File: config.mk
export PLATFORM = sky130hd
export DESIGN_NAME = pwm_cmp_stage
export DESIGN_NICKNAME = d
export VERILOG_FILES = /design/src/rtl/pwm_cmp_pkg.sv /design/src/rtl/pwm_cmp_slew.sv /design/src/rtl/pwm_cmp_stage.sv
export SDC_FILE = /design/constraint.sdc
export NUM_CORES = 1
export LEC_CHECK = 0
export ABC_AREA = 1
export CORE_ASPECT_RATIO = 2
export CORE_MARGIN = 2
export CORE_UTILIZATION = 30
export CTS_BUF_LIST = sky130_fd_sc_hd__clkbuf_4 sky130_fd_sc_hd__clkbuf_8 sky130_fd_sc_hd__clkbuf_16
export CTS_CLUSTER_SIZE = 14
export DETAILED_ROUTE_END_ITERATION = 7
export HOLD_SLACK_MARGIN = 0.06
export PLACE_DENSITY_LB_ADDON = 0.08
export SYNTH_ARGS = -nofsm -noshare
export SYNTH_HDL_FRONTEND = slang
export SYNTH_HIERARCHICAL = 1
export SYNTH_SLANG_ARGS = --single-unit
File: constraint.sdc
create_clock -name clk -period 1.7 [get_ports clk]
set_clock_uncertainty 0.2 [all_clocks]
set_input_delay 0.34 -clock clk [delete_from_list [all_inputs] [get_ports clk]]
set_output_delay 0.34 -clock clk [all_outputs]
set_load 0.01 [all_outputs]
File: src/rtl/pwm_cmp_pkg.sv
// Shared constants for the PWM compare stage: defaults, register map and FSM encodings.
package pwm_cmp_pkg;

  localparam int unsigned CMP_W_DFLT   = 18;
  localparam int unsigned REGBITS_DFLT = 3;
  localparam int unsigned STEP_W       = 8;

  localparam logic [17:0] CMP_RST_DFLT = 18'h01342;

  localparam int unsigned ADDR_B0     = 0;
  localparam int unsigned ADDR_B1     = 1;
  localparam int unsigned ADDR_B2     = 2;
  localparam int unsigned ADDR_COMMIT = 3;
  localparam int unsigned ADDR_STEP   = 4;

  localparam logic [1:0] ST_IDLE  = 2'd0;
  localparam logic [1:0] ST_ARMED = 2'd1;
  localparam logic [1:0] ST_RAMP  = 2'd2;

endpackage

File: src/rtl/pwm_cmp_slew.sv
// Combinational slew limiter: moves cur toward target by at most step (step 0 = jump).
module pwm_cmp_slew #(
  parameter int unsigned CMP_W  = 18,
  parameter int unsigned STEP_W = 8
) (
  input  logic [CMP_W-1:0]  cur,
  input  logic [CMP_W-1:0]  target,
  input  logic [STEP_W-1:0] step,
  output logic [CMP_W-1:0]  next_c,
  output logic              done_c
);

  logic             up;
  logic [CMP_W:0]   diff;
  logic [CMP_W:0]   step_x;

  always_comb begin
    up     = (target > cur);
    step_x = (CMP_W+1)'(step);
    if (up) diff = {1'b0, target} - {1'b0, cur};
    else    diff = {1'b0, cur} - {1'b0, target};
    // Final partial step lands exactly on target, so no wrap past zero or full scale.
    if ((step == '0) || (diff <= step_x)) next_c = target;
    else if (up)                          next_c = cur + CMP_W'(step);
    else                                  next_c = cur - CMP_W'(step);
    done_c = (next_c == target);
  end

endmodule

File: src/rtl/pwm_cmp_stage.sv
// Assembles the compare word from register writes and commits it on PWM period ticks.
// Slew-limited commits are enabled by defining PWM_CMP_RAMP_EN.
module pwm_cmp_stage
  import pwm_cmp_pkg::*;
#(
  parameter int unsigned      CMP_W   = CMP_W_DFLT,
  parameter int unsigned      REGBITS = REGBITS_DFLT,
  parameter logic [CMP_W-1:0] CMP_RST = CMP_W'(CMP_RST_DFLT)
) (
  input  logic               clk,
  input  logic               rst_n,
  input  logic [REGBITS-1:0] reg_addr,
  input  logic [7:0]         reg_data,
  input  logic               reg_valid,
  input  logic               period_tick,
  output logic [CMP_W-1:0]   cmp_out,
  output logic               cmp_update,
  output logic               cmp_pending
);

  logic [1:0]       state_q, state_d;
  logic [CMP_W-1:0] scratch_q, scratch_d;
  logic [CMP_W-1:0] target_q, target_d;
  logic [CMP_W-1:0] cmp_q, cmp_d;
  logic             upd_q, upd_d;
  logic             pend_q, pend_d;
  logic             commit;
  logic [CMP_W-1:0] slew_next;
  logic             slew_done;

`ifdef PWM_CMP_RAMP_EN
  logic [STEP_W-1:0] step_q, step_d;

  always_comb begin
    step_d = step_q;
    if (reg_valid && (reg_addr == REGBITS'(ADDR_STEP))) step_d = reg_data[STEP_W-1:0];
  end

  always_ff @(posedge clk or negedge rst_n) begin
    if (!rst_n) step_q <= STEP_W'(1);
    else        step_q <= step_d;
  end

  pwm_cmp_slew #(
    .CMP_W  (CMP_W),
    .STEP_W (STEP_W)
  ) u_slew (
    .cur    (cmp_q),
    .target (target_q),
    .step   (step_q),
    .next_c (slew_next),
    .done_c (slew_done)
  );
`else
  assign slew_next = target_q;
  assign slew_done = 1'b1;
`endif

  // Register decode and commit/apply state machine
  always_comb begin
    state_d   = state_q;
    scratch_d = scratch_q;
    target_d  = target_q;
    cmp_d     = cmp_q;
    upd_d     = 1'b0;
    commit    = 1'b0;

    if (reg_valid) begin
      case (reg_addr)
        REGBITS'(ADDR_B0):     scratch_d[7:0]       = reg_data;
        REGBITS'(ADDR_B1):     scratch_d[15:8]      = reg_data;
        REGBITS'(ADDR_B2):     scratch_d[CMP_W-1:16] = reg_data[CMP_W-17:0];
        REGBITS'(ADDR_COMMIT): commit               = 1'b1;
        default: ;
      endcase
    end

    if (commit) target_d = scratch_q;

    case (state_q)
      ST_IDLE: begin
        // A tick coinciding with the commit is not consumed.
        if (commit) state_d = ST_ARMED;
      end
      ST_ARMED, ST_RAMP: begin
        if (period_tick) begin
          cmp_d = slew_next;
          upd_d = (slew_next != cmp_q);
          if (commit)         state_d = state_q;
          else if (slew_done) state_d = ST_IDLE;
          else                state_d = ST_RAMP;
        end
      end
      default: state_d = ST_IDLE;
    endcase

    pend_d = (state_d != ST_IDLE);
  end

  always_ff @(posedge clk or negedge rst_n) begin
    if (!rst_n) begin
      state_q   <= ST_IDLE;
      scratch_q <= CMP_RST;
      target_q  <= CMP_RST;
      cmp_q     <= CMP_RST;
      upd_q     <= 1'b0;
      pend_q    <= 1'b0;
    end else begin
      state_q   <= state_d;
      scratch_q <= scratch_d;
      target_q  <= target_d;
      cmp_q     <= cmp_d;
      upd_q     <= upd_d;
      pend_q    <= pend_d;
    end
  end

  assign cmp_out     = cmp_q;
  assign cmp_update  = upd_q;
  assign cmp_pending = pend_q;

endmodule
-- Yosys cells after proc, flatten, opt, wreduce, memory -nomap -nowiden
Index checks and enable logic that the tools add are counted.
- multipliers: 0
- divide/modulo/power cells: 0
- bitwise operators: 0
- reduce and logical (&&, ||, !) cells: 8
- eq/ne operators: 6
- shift-type cells: 0
- magnitude comparators: 0
- add/sub/neg operators: 0
- muxes and demuxes: 8
- operators by type and width (kind ; number):
    $ne A18 B18 Y1 ; 1
    $reduce_and A2 Y1 ; 4
    $eq A3 B2 Y1 const B ; 2
    $mux W2 ; 3
    $mux W1 ; 4
    $pmux W2 S2 ; 1
    $eq A3 B1 Y1 const B ; 1
    $logic_not A3 Y1 ; 1
    $eq A2 B1 Y1 const B ; 1
    $eq A2 B2 Y1 const B ; 1
    $logic_not A2 Y1 ; 1
    $reduce_bool A2 Y1 ; 1
    $reduce_or A2 Y1 ; 1
- memories kept: 0
- output and inout bits: 20
- input port bits: 15
- bits in read-only memories: 0
- word-level logic and storage cells: 30
- register bits after elaboration: 58
- bits in latches: 0
- RAM bits: 0

-- Longest topological paths before layout
Gate-level depths: netlist of the first run.
- depth after elaboration: 7
- mapped depth: 9
- gate-level depth less buffers: 9

-- Worst setup path after synthesis of the first run
No wires, ideal clock.
- kind: reg2reg
- from: register state_q[0]
- to: register cmp_q[10], in the netlist cmp_out[10]
- setup slack: 149 ps
- stages on the path, launching flop included: 6
- data required time: 1370 ps
- arrival: 1221 ps
- buffers on the path: 1
- period minus slack after synthesis: 1551 ps
- setup time: 130 ps
- path through: dfrtp_1 > inv_1 > ha_1 > nand2_1 > clkbuf_1 > o21ai_0
- longest elaborated chain between the ends: 3
- elaborated cells on any way between the ends: 4
- those cells by class: 2 x eq/ne; 2 x reduce/logical
- ends and longest elaborated chain (item ; RTL line ; text):
    start: declaration ; pwm_cmp_stage.sv:21 ; logic [1:0] state_q, state_d;
    start signal: assignment ; pwm_cmp_stage.sv:109 ; state_q <= state_d;
    $eq A2 B1 Y1 or $eq A2 B2 Y1 (tied branches) ; pwm_cmp_stage.sv:80 ; case (state_q)
    $reduce_or A2 Y1 (*) ; pwm_cmp_stage.sv:80 ;
    $reduce_and A2 Y1 (no line) (*) ; - ;
    end signal: assignment ; pwm_cmp_stage.sv:112 ; cmp_q <= cmp_d;
    end: declaration ; pwm_cmp_stage.sv:24 ; logic [CMP_W-1:0] cmp_q, cmp_d;
Mark *: on every way between the ends. The rest lies on a longest branch, timed or not.
A chain may end at the register's enable or synchronous reset.

-- Final worst setup path of the first run
- from: register cmp_q[12], in the netlist cmp_out[12]
- to: output port cmp_out[12]
- RTL lines (item ; RTL line ; text):
    end: declaration ; pwm_cmp_stage.sv:16 ; output logic [CMP_W-1:0] cmp_out,
No word-level cell between the ends.

==> flow_summary.yaml, run 1 <==
outcome:
  status: "completed"
placement:
  placed_cell_area_um2: 3250
  dp_slack_ns: -0.0890
  gp_congestion: 0.749
  portBuffers: 34
  dp.cells: 439
  hpwlAfterDp_um: 3890
critical_path:
  reg2regPathDepth: 7
  r2r_start: "state_q[0]"
  crit_path_end_kind: "output pin"
  slowest_delay_ns: 0.54
  timing.rr.end: "cmp_update"
  cp_data_required_time_ns: 1.16
  crit_family: "flip-flops"
  worst_path_max_delay_cell: "dfstp_2"
  path_buf_inv: 1
  ff2ff_setup_slack_ns: 0.12
  crit_chain: "dlygate4sd2_1"
  start_kind: "flop"
  crit_type: "flop to output pin"
  path_max_fanout: 4
  arrival_ns: 1.13
synthesis:
  syn_avg_cell_area_um2: 9.03
  async_flop_share_pct: 100
  ys.warnings.count: 6
  synth_fp_nets: 321
  syn-instance-count: 304
  ys_ff_latch: 58
  netlist_area_um2: 2750
  synth_edf_count: 0
  ys_seq_area_share_pct: 53.5
  synth_ff_type: "dfrtp_1"
  synth.distinct_cells: 22
detailed_routing:
  num_vias: 1932
  dr.first_iter.drc_count: 105
  first_pass_iters: 4
  drt-total-wl_um: 5430
  post_drt_wl_per_cell_um: 11.8
  route.detailed.drc: 0
  postRouteAntennaNets: 0
  via_per_inst: 4.22
clocking:
  cts_buffer_depth: 2
  clock_latency_ns: 0.32
  htreeDepth: 3
  numCtsBuffers: 9
  path_clk_slew_ns: 0.05
  clock-sinks: 58
  cts_tree: "built"
  cts_root_buf: "clkbuf_16"
final_layout:
  num_antenna_cells: 0
  drive_gt1_share_pct: 25.3
  synthToLayoutAreaGrowth_pct: 29.3
  nets: 368
  fin_cells: 458
  design_area_um2: 3550
  utilization_pct: 39.7
sta:
  whs_ns: 0.269
  rsz0062_at_grt: "no"
  post-route-period-util_pct: 98.0
  slew-limit-headroom_pct: 78.2
  timing.final.ws_setup_ns: 0.0342
  tns_ns: 0
  fmax_ghz: 0.600
  finalSetupViolCount: 0
  finalHoldViolCount: 0
  fin_crit_ns: 1.67
  slew_violations: 0
  tightest_slew_ns: 0.327
grt:
  grt-ovfl-total: 0
  first_global_vias: 1890
  grt_max_degree: 59
  antenna_found_initial: 0
  grt_pass1_wl_um: 9470
  grtUsageTotal_pct: 12.5
power_and_ir_drop:
  powerDensity_nw_per_um2: 1510
  vdd_drop_max_uv: 585
  p_leak_nw: 1.76
  p_total_mw: 5.35
floorplanning:
  start_util_pct: 30.7
  die_area_um2: 9980
  fp.dieH_um: 139
  die_width_um: 71.7
  rows: 49
  io_pins: 35
  core-area_um2: 8950
worst_hold_path:
  hp-start: "scratch_q[6]"
  hold_depth: 2
  holdPathEnd: "slew_next[6]"
  hold_class: "flop to flop"
run:
  drv_cap: 0
[routing by layer]
| metal | GRT usage (%) | wire length (µm) | up-vias | part of all wire (%) |
|---|---|---|---|---|
| met2 | 20.5 | 2800 | 31 | 52 |
| met3 | 3.19 | 160 | 11 | 2.9 |
| met4 | 6.85 | 144 | 0 | 2.7 |
| met5 | 0 | 0 | - | 0 |
| met1 | 14.6 | 2320 | 860 | 43 |
| li1 | - | - | 1030 | - |
[layout make-up]
type / count / area, µm²
Inverter: 48 / 185
Timing Repair Buffer: 44 / 467
Clock buffer: 13 / 262
Multi-Input combinational cell: 190 / 1000
Tap cell: 102 / 128
Sequential cell: 58 / 1470
Clock inverter: 3 / 40.0
Fill cell: 939 / 5400
[what timing repair did]
action	CTS	global route
setup buffers	0	2
hold buffers	1	0
hold endpoints to repair	43	0
setup endpoints to repair	20	3
resized for setup	22	1
[flip-flops by register name, indices dropped and copies added, names as in the netlist]
| signal | flops |
|---|---|
| scratch_q | 18 |
| slew_next | 18 |
| cmp_pending | 1 |
| cmp_out | 18 |
| state_q | 2 |
| cmp_update | 1 |
[logic make-up after synthesis]
family                   after synthesis  synth area share (%)
flip-flops                            58                  53.5
AND/OR/NAND/NOR                      132                  21.0
XOR/XNOR                               3                 0.957
buffers and inverters                 56                  10.1
AO/OA/AOI/OAI                         53                  13.5
adder cells (fa/ha/maj)                2                 0.911
[report_power, final]
| part | total (mW) | switching (mW) | internal, mW |
|---|---|---|---|
| logic | 1.44 | 0.770 | 0.668 |
| clock network | 1.80 | 0.588 | 1.22 |
| registers | 2.11 | 0.279 | 1.83 |
[cells in the final DEF (no fill, tap or decap)]
cell type / instances
buf_12: 6
buf_2: 1
buf_4: 3
bufinv_16: 1
clkbuf_16: 9
clkbuf_4: 3
clkbuf_8: 1
clkdlybuf4s15_1: 3
clkdlybuf4s50_1: 13
clkinv_2: 2
clkinv_4: 1
dfrtp_1: 43
dfstp_2: 15
dlygate4sd2_1: 17
dlygate4sd3_1: 1
ha_1: 2
inv_1: 47
nand2_1: 96
nand2_2: 13
nand3_1: 7
nand3_2: 2
nand3_4: 1
nor2_1: 9
nor2_4: 1
o21ai_0: 19
o21ai_1: 6
o21ai_2: 28
or2_2: 3
xnor2_1: 3
[cells in the mapped netlist, types with 2 or more instances]
cell / instances / area share (%)
or2_2: 3 / 0.68
nand3_2: 2 / 0.73
nor2_1: 9 / 1.2
ha_1: 2 / 0.91
buf_6: 2 / 0.82
dfstp_2: 15 / 14
o21ai_2: 28 / 8.9
buf_12: 2 / 1.5
dfrtp_1: 43 / 39
nand3_1: 7 / 1.3
o21ai_1: 6 / 1.1
nand2_2: 13 / 3.0
xnor2_1: 3 / 0.96
buf_2: 2 / 0.36
inv_1: 47 / 6.4
nand2_1: 96 / 13
o21ai_0: 19 / 3.5
[worst max path at each step]
stage	from	to	depth (start not counted)
after floorplan	state_q[0]	cmp_out[10]	5
final	cmp_out[12]	cmp_out[12]	1
after global routing	cmp_out[6]	cmp_out[6]	1
after CTS	cmp_out[1]	cmp_out[1]	1
after global placement	reg_valid	slew_next[14]	8
after detailed placement	reg_valid	slew_next[17]	8
(Power assumes the default switching activity.)
==> run 2: changes to the inputs <==
- CELL_PAD_IN_SITES_DETAIL_PLACEMENT: unset -> 1
- CELL_PAD_IN_SITES_GLOBAL_PLACEMENT: unset -> 1
- TNS_END_PERCENT: unset -> 10
==> run 2 against run 1 <==
- routed wire length rose by 6.2%
- clock power fell by 5%
- maximum frequency rose by 0.76%
- worst setup slack improved by 0.013 ns
- register-to-register slack barely moved
- cell count fell by 0.44%
- critical path depth did not move
- via count rose by 2.2%
- sequential power barely moved
- sequential share of layout area rose by 0.43 points
- largest cell class unchanged
- largest power group unchanged
==> flow_summary.yaml, run 2 (synthesis gave the netlist of run 1 again) <==
critical_path:
  crit_start: "cmp_out[6]"
  crit_type: "flop to output pin"
  cp_data_required_time_ns: 1.16
  timing.rr.end: "cmp_out[15]"
  r2r_start: "state_q[0]"
  slowest_delay_ns: 0.55
  arrival_ns: 1.11
  path_buf_inv: 1
  crit_path_end_kind: "output pin"
  crit_family: "flip-flops"
  crit_chain: "clkdlybuf4s15_1"
  cp_num_cells: 1
  worst_path_max_delay_cell: "dfstp_2"
  reg2regPathDepth: 7
  ff2ff_setup_slack_ns: 0.13
  path_max_fanout: 3
  start_kind: "flop"
  crit_end: "cmp_out[6]"
power_and_ir_drop:
  p_total_mw: 5.24
  switching_share_pct: 32.0
  pwr-share-clk_pct: 32.6
  power_switching_mw: 1.68
  intPower_mw: 3.56
  vdd_drop_max_uv: 666
  p_comb_share_pct: 27.0
  p_leak_nw: 1.73
  power_frac_seq_pct: 40.5
  powerDensity_nw_per_um2: 1490
final_layout:
  multiInputGateArea_um2: 1000
  drive_gt1_share_pct: 25.1
  nets: 366
  num_antenna_cells: 0
  design_area_um2: 3510
  mostFrequentLayoutCells: "nand2_1 (96), inv_1 (47), dfrtp_1 (43)"
  synthToLayoutAreaGrowth_pct: 28.0
  fillers: 1061
  seq_area_um2: 1470
  final_common_cell: "nand2_1"
floorplanning:
  die_width_um: 71.7
  die_area_um2: 9980
  fp.dieH_um: 139
  io_pins: 35
  start_util_pct: 30.7
  core-area_um2: 8950
  rows: 49
grt:
  grt_pass1_wl_um: 10400
  grt-ovfl-total: 0
  grt_max_degree: 59
  antenna_found_initial: 0
  first_global_vias: 2129
  grtUsageTotal_pct: 13.7
clocking:
  path_clk_slew_ns: 0.05
  cts_root_buf: "clkbuf_16"
  clock-sinks: 58
  numCtsBuffers: 9
  clock_latency_ns: 0.33
  cts_setup_buffers: 0
  htreeDepth: 3
  cts_tree: "built"
  cts_buffer_depth: 2
sta:
  fmax_ghz: 0.605
  finalHoldViolCount: 0
  rsz0062_at_grt: "no"
  fin_crit_ns: 1.65
  slew_violations: 0
  slew-limit-headroom_pct: 77.8
  finalSetupViolCount: 0
  tightest_slew_ns: 0.333
  post-route-period-util_pct: 97.3
  whs_ns: 0.269
worst_hold_path:
  hold_class: "flop to flop"
detailed_routing:
  first_pass_iters: 4
  via_per_inst: 4.33
  postRouteAntennaNets: 0
  drt-total-wl_um: 5760
  post_drt_wl_per_cell_um: 12.6
  num_vias: 1975
  route.detailed.drc: 0
  dr.first_iter.drc_count: 81
placement:
  placed_cell_area_um2: 3250
  hpwlAfterDp_um: 4100
  gp_congestion: 0.706
  portBuffers: 34
outcome:
  status: "completed"
run:
  drv_cap: 0
-- run 2: what timing repair did --
item / in CTS / in global routing
hold buffers: 1 / 0
resized for setup: 22 / 4
setup endpoints to repair: 20 / 4
endpoints found under the hold margin: 43 / 0
-- run 2: final cells by class --
cell class	count	area share (%)
Multi-Input combinational cell	190	28.4
Timing Repair Buffer	42	12.8
Clock inverter	3	0.427
Inverter	48	5.27
Tap cell	102	3.63
Clock buffer	13	7.62
Sequential cell	58	41.8
-- run 2: layer usage --
layer,vias to the layer above,GRT usage (%),routed length (µm)
met4,0,7.45,141
met5,-,0,0
met2,29,22.3,2960
met1,912,16.4,2500
met3,9,3.04,167
li1,1025,-,-
-- run 2: per-stage QoR --
stage / setup TNS [ns] / cells / util [%] / setup WS, ns
3_3_place_gp: -1.20 / 439 / 36.3 / -0.0629
2_1_floorplan: 0 / 304 / - / 0.149
4_1_cts: 0 / 456 / 39.3 / 0.00193
6_report: 0 / 456 / 39.3 / 0.0467
3_5_place_dp: -2.02 / 439 / 36.3 / -0.109
5_1_grt: 0 / 456 / 39.3 / 0.0111
-- run 2: power groups by stage --
stage,registers [mW],clock network [mW],logic (mW)
5_1_grt,2.18,1.81,1.66
4_1_cts,2.13,1.76,1.46
2_1_floorplan,2.17,0,0.842
3_3_place_gp,2.14,0,1.54
6_report,2.12,1.71,1.41
3_5_place_dp,2.15,0,1.57
-- run 2: worst reg2reg max path, delay by kind of cell, from the launching register on --
family / cells / cell delay (ns)
adders and majority gates: 1 / 0.32
and+or+nand+nor: 3 / 0.22
buffers and inverters: 3 / 0.33
DFF: 1 / 0.39
-- run 2: how the worst min path moves through the flow --
stage                   from       endpoint  slack, ns  cells after the start
3_3_place_gp           rst_n     cmp_out[2]       0.18                      2
5_1_grt        scratch_q[12]  slew_next[12]       0.29                      2
2_1_floorplan          rst_n     cmp_out[0]      -0.16                      0
6_report       scratch_q[12]  slew_next[12]       0.27                      2
3_5_place_dp           rst_n     cmp_out[2]       0.18                      2
4_1_cts         scratch_q[8]   slew_next[8]       0.27                      2
==> run 3: changes to the inputs <==
- CORE_MARGIN: 2 -> unset
==> run 3 against run 2 <==
- cell count unchanged
- non-clock buffer count did not move
- global-route usage up 0.13 points
- core utilization is 0.15 points higher
- sequential share of layout area shrank 0.16 points
- die area decreased by 4.2%
- count of clock-buffer cells in the layout grew 1
- hold slack better by 0.00072 ns
- first-iteration DRC count is 12% lower
- largest cell class unchanged
- largest power group unchanged
==> flow_summary.yaml, run 3 (synthesis gave the netlist of run 1 again) <==
critical_path:
  arrival_ns: 1.11
  r2r_start: "state_q[0]"
  crit_chain: "clkdlybuf4s15_1"
  path_max_fanout: 4
  path_buf_inv: 1
  slowest_delay_ns: 0.55
  crit_path_end_kind: "output pin"
  ff2ff_setup_slack_ns: 0.10
  crit_type: "flop to output pin"
  worst_path_max_delay_cell: "dfstp_2"
  start_kind: "flop"
  crit_family: "flip-flops"
  cp_data_required_time_ns: 1.16
  reg2regPathDepth: 7
  timing.rr.end: "cmp_out[15]"
placement:
  gp_congestion: 0.658
  placed_cell_area_um2: 3250
  dp.cells: 439
  portBuffers: 34
  hpwlAfterDp_um: 4090
outcome:
  status: "completed"
clocking:
  clock-sinks: 58
  cts_buffer_depth: 2
  cts_tree: "built"
  htreeDepth: 3
  cts_setup_buffers: 0
  path_clk_slew_ns: 0.05
  numCtsBuffers: 9
  cts_root_buf: "clkbuf_16"
  clock_latency_ns: 0.32
sta:
  finalSetupViolCount: 0
  fin_crit_ns: 1.65
  finalHoldViolCount: 0
  slew-limit-headroom_pct: 78.0
  fmax_ghz: 0.607
  post-route-period-util_pct: 96.9
  tightest_slew_ns: 0.330
  slew_violations: 0
  rsz0062_at_grt: "no"
detailed_routing:
  via_per_inst: 4.37
  postRouteAntennaNets: 0
  first_pass_iters: 4
  num_vias: 1993
  route.detailed.drc: 0
  drt-total-wl_um: 5730
  post_drt_wl_per_cell_um: 12.6
  dr.first_iter.drc_count: 71
grt:
  grtUsageTotal_pct: 13.8
  first_global_vias: 2083
  antenna_found_initial: 0
  grt-ovfl-total: 0
  grt_pass1_wl_um: 10000
  grt_max_degree: 59
power_and_ir_drop:
  p_total_mw: 5.27
  vdd_drop_max_uv: 582
  powerDensity_nw_per_um2: 1490
  p_leak_nw: 1.74
worst_hold_path:
  hp-start: "scratch_q[9]"
  hold_depth: 2
  holdPathEnd: "slew_next[9]"
  hold_class: "flop to flop"
final_layout:
  num_antenna_cells: 0
  nets: 366
  drive_gt1_share_pct: 24.9
  mostFrequentLayoutCells: "nand2_1 (96), inv_1 (47), dfrtp_1 (43)"
  utilization_pct: 39.4
  design_area_um2: 3530
  final_common_cell: "nand2_1"
  synthToLayoutAreaGrowth_pct: 28.5
  fin_cells: 456
floorplanning:
  core-area_um2: 8950
  start_util_pct: 30.7
  die_width_um: 69.7
  io_pins: 35
  rows: 49
  fp.dieH_um: 137
  die_area_um2: 9560
run:
  drv_cap: 0
[run 3: changes by cell type in the layout (fill, tap and decap cells not counted), sizes merged]
cell / previous run / this run
clkdlybuf4s15: 4 / 5
clkinv: 4 / 3
[run 3: area by class of cell]
type                       instances  area, µm²
timing repair buffer              42        454
fill                            1060       5420
clock buffer                      14        282
inverter                          48        185
sequential                        58       1470
multi-input combinational        190       1000
clock inverter                     2       10.0
tap                              102        128
[run 3: how the worst max path moves through the flow]
stage / from / endpoint / slack (ns) / depth (start not counted)
2_1_floorplan: state_q[0] / cmp_out[10] / 0.15 / 5
5_1_grt: cmp_out[12] / cmp_out[12] / 0.006 / 1
3_5_place_dp: reg_valid / slew_next[17] / -0.11 / 8
4_1_cts: cmp_out[12] / cmp_out[12] / 0.005 / 1
6_report: cmp_out[12] / cmp_out[12] / 0.05 / 1
3_3_place_gp: reg_valid / cmp_pending / -0.07 / 9
[run 3: layer usage]
metal,part of all wire [%],track usage [%],vias up
met4,1.9,7.67,0
met1,45,16.0,935
met5,0,0,-
met2,51,23.5,28
met3,2.7,3.07,7
li1,-,-,1023
[run 3: timing repair]
item	in CTS	in global routing
setup endpoints to repair	20	5
hold buffers	1	0
hold endpoints to repair	43	0
gates resized for setup	20	5
[run 3: report_power, final]
group / total [mW] / internal [mW] / switching [mW]
sequential: 2.12 / 1.83 / 0.290
combinational: 1.42 / 0.647 / 0.772
clock: 1.73 / 1.13 / 0.596
total: 5.27 / 3.61 / 1.66
[run 3: metrics by stage]
step	setup TNS, ns	hold slack, ns	setup WS [ns]
global placement	-1.28	0.174	-0.0684
detailed placement	-2.40	0.179	-0.114
finish	0	0.270	0.0531
CTS	0	0.277	0.00545
floorplan	0	-0.156	0.149
global route	0	0.300	0.00643
[run 3: worst reg2reg max path: cells and delay by family (launching register included)]
family,cells,cell delay (ns)
flip-flops,1,0.40
buffers and inverters,3,0.33
adder cells (fa/ha/maj),1,0.32
AND/OR/NAND/NOR,3,0.23
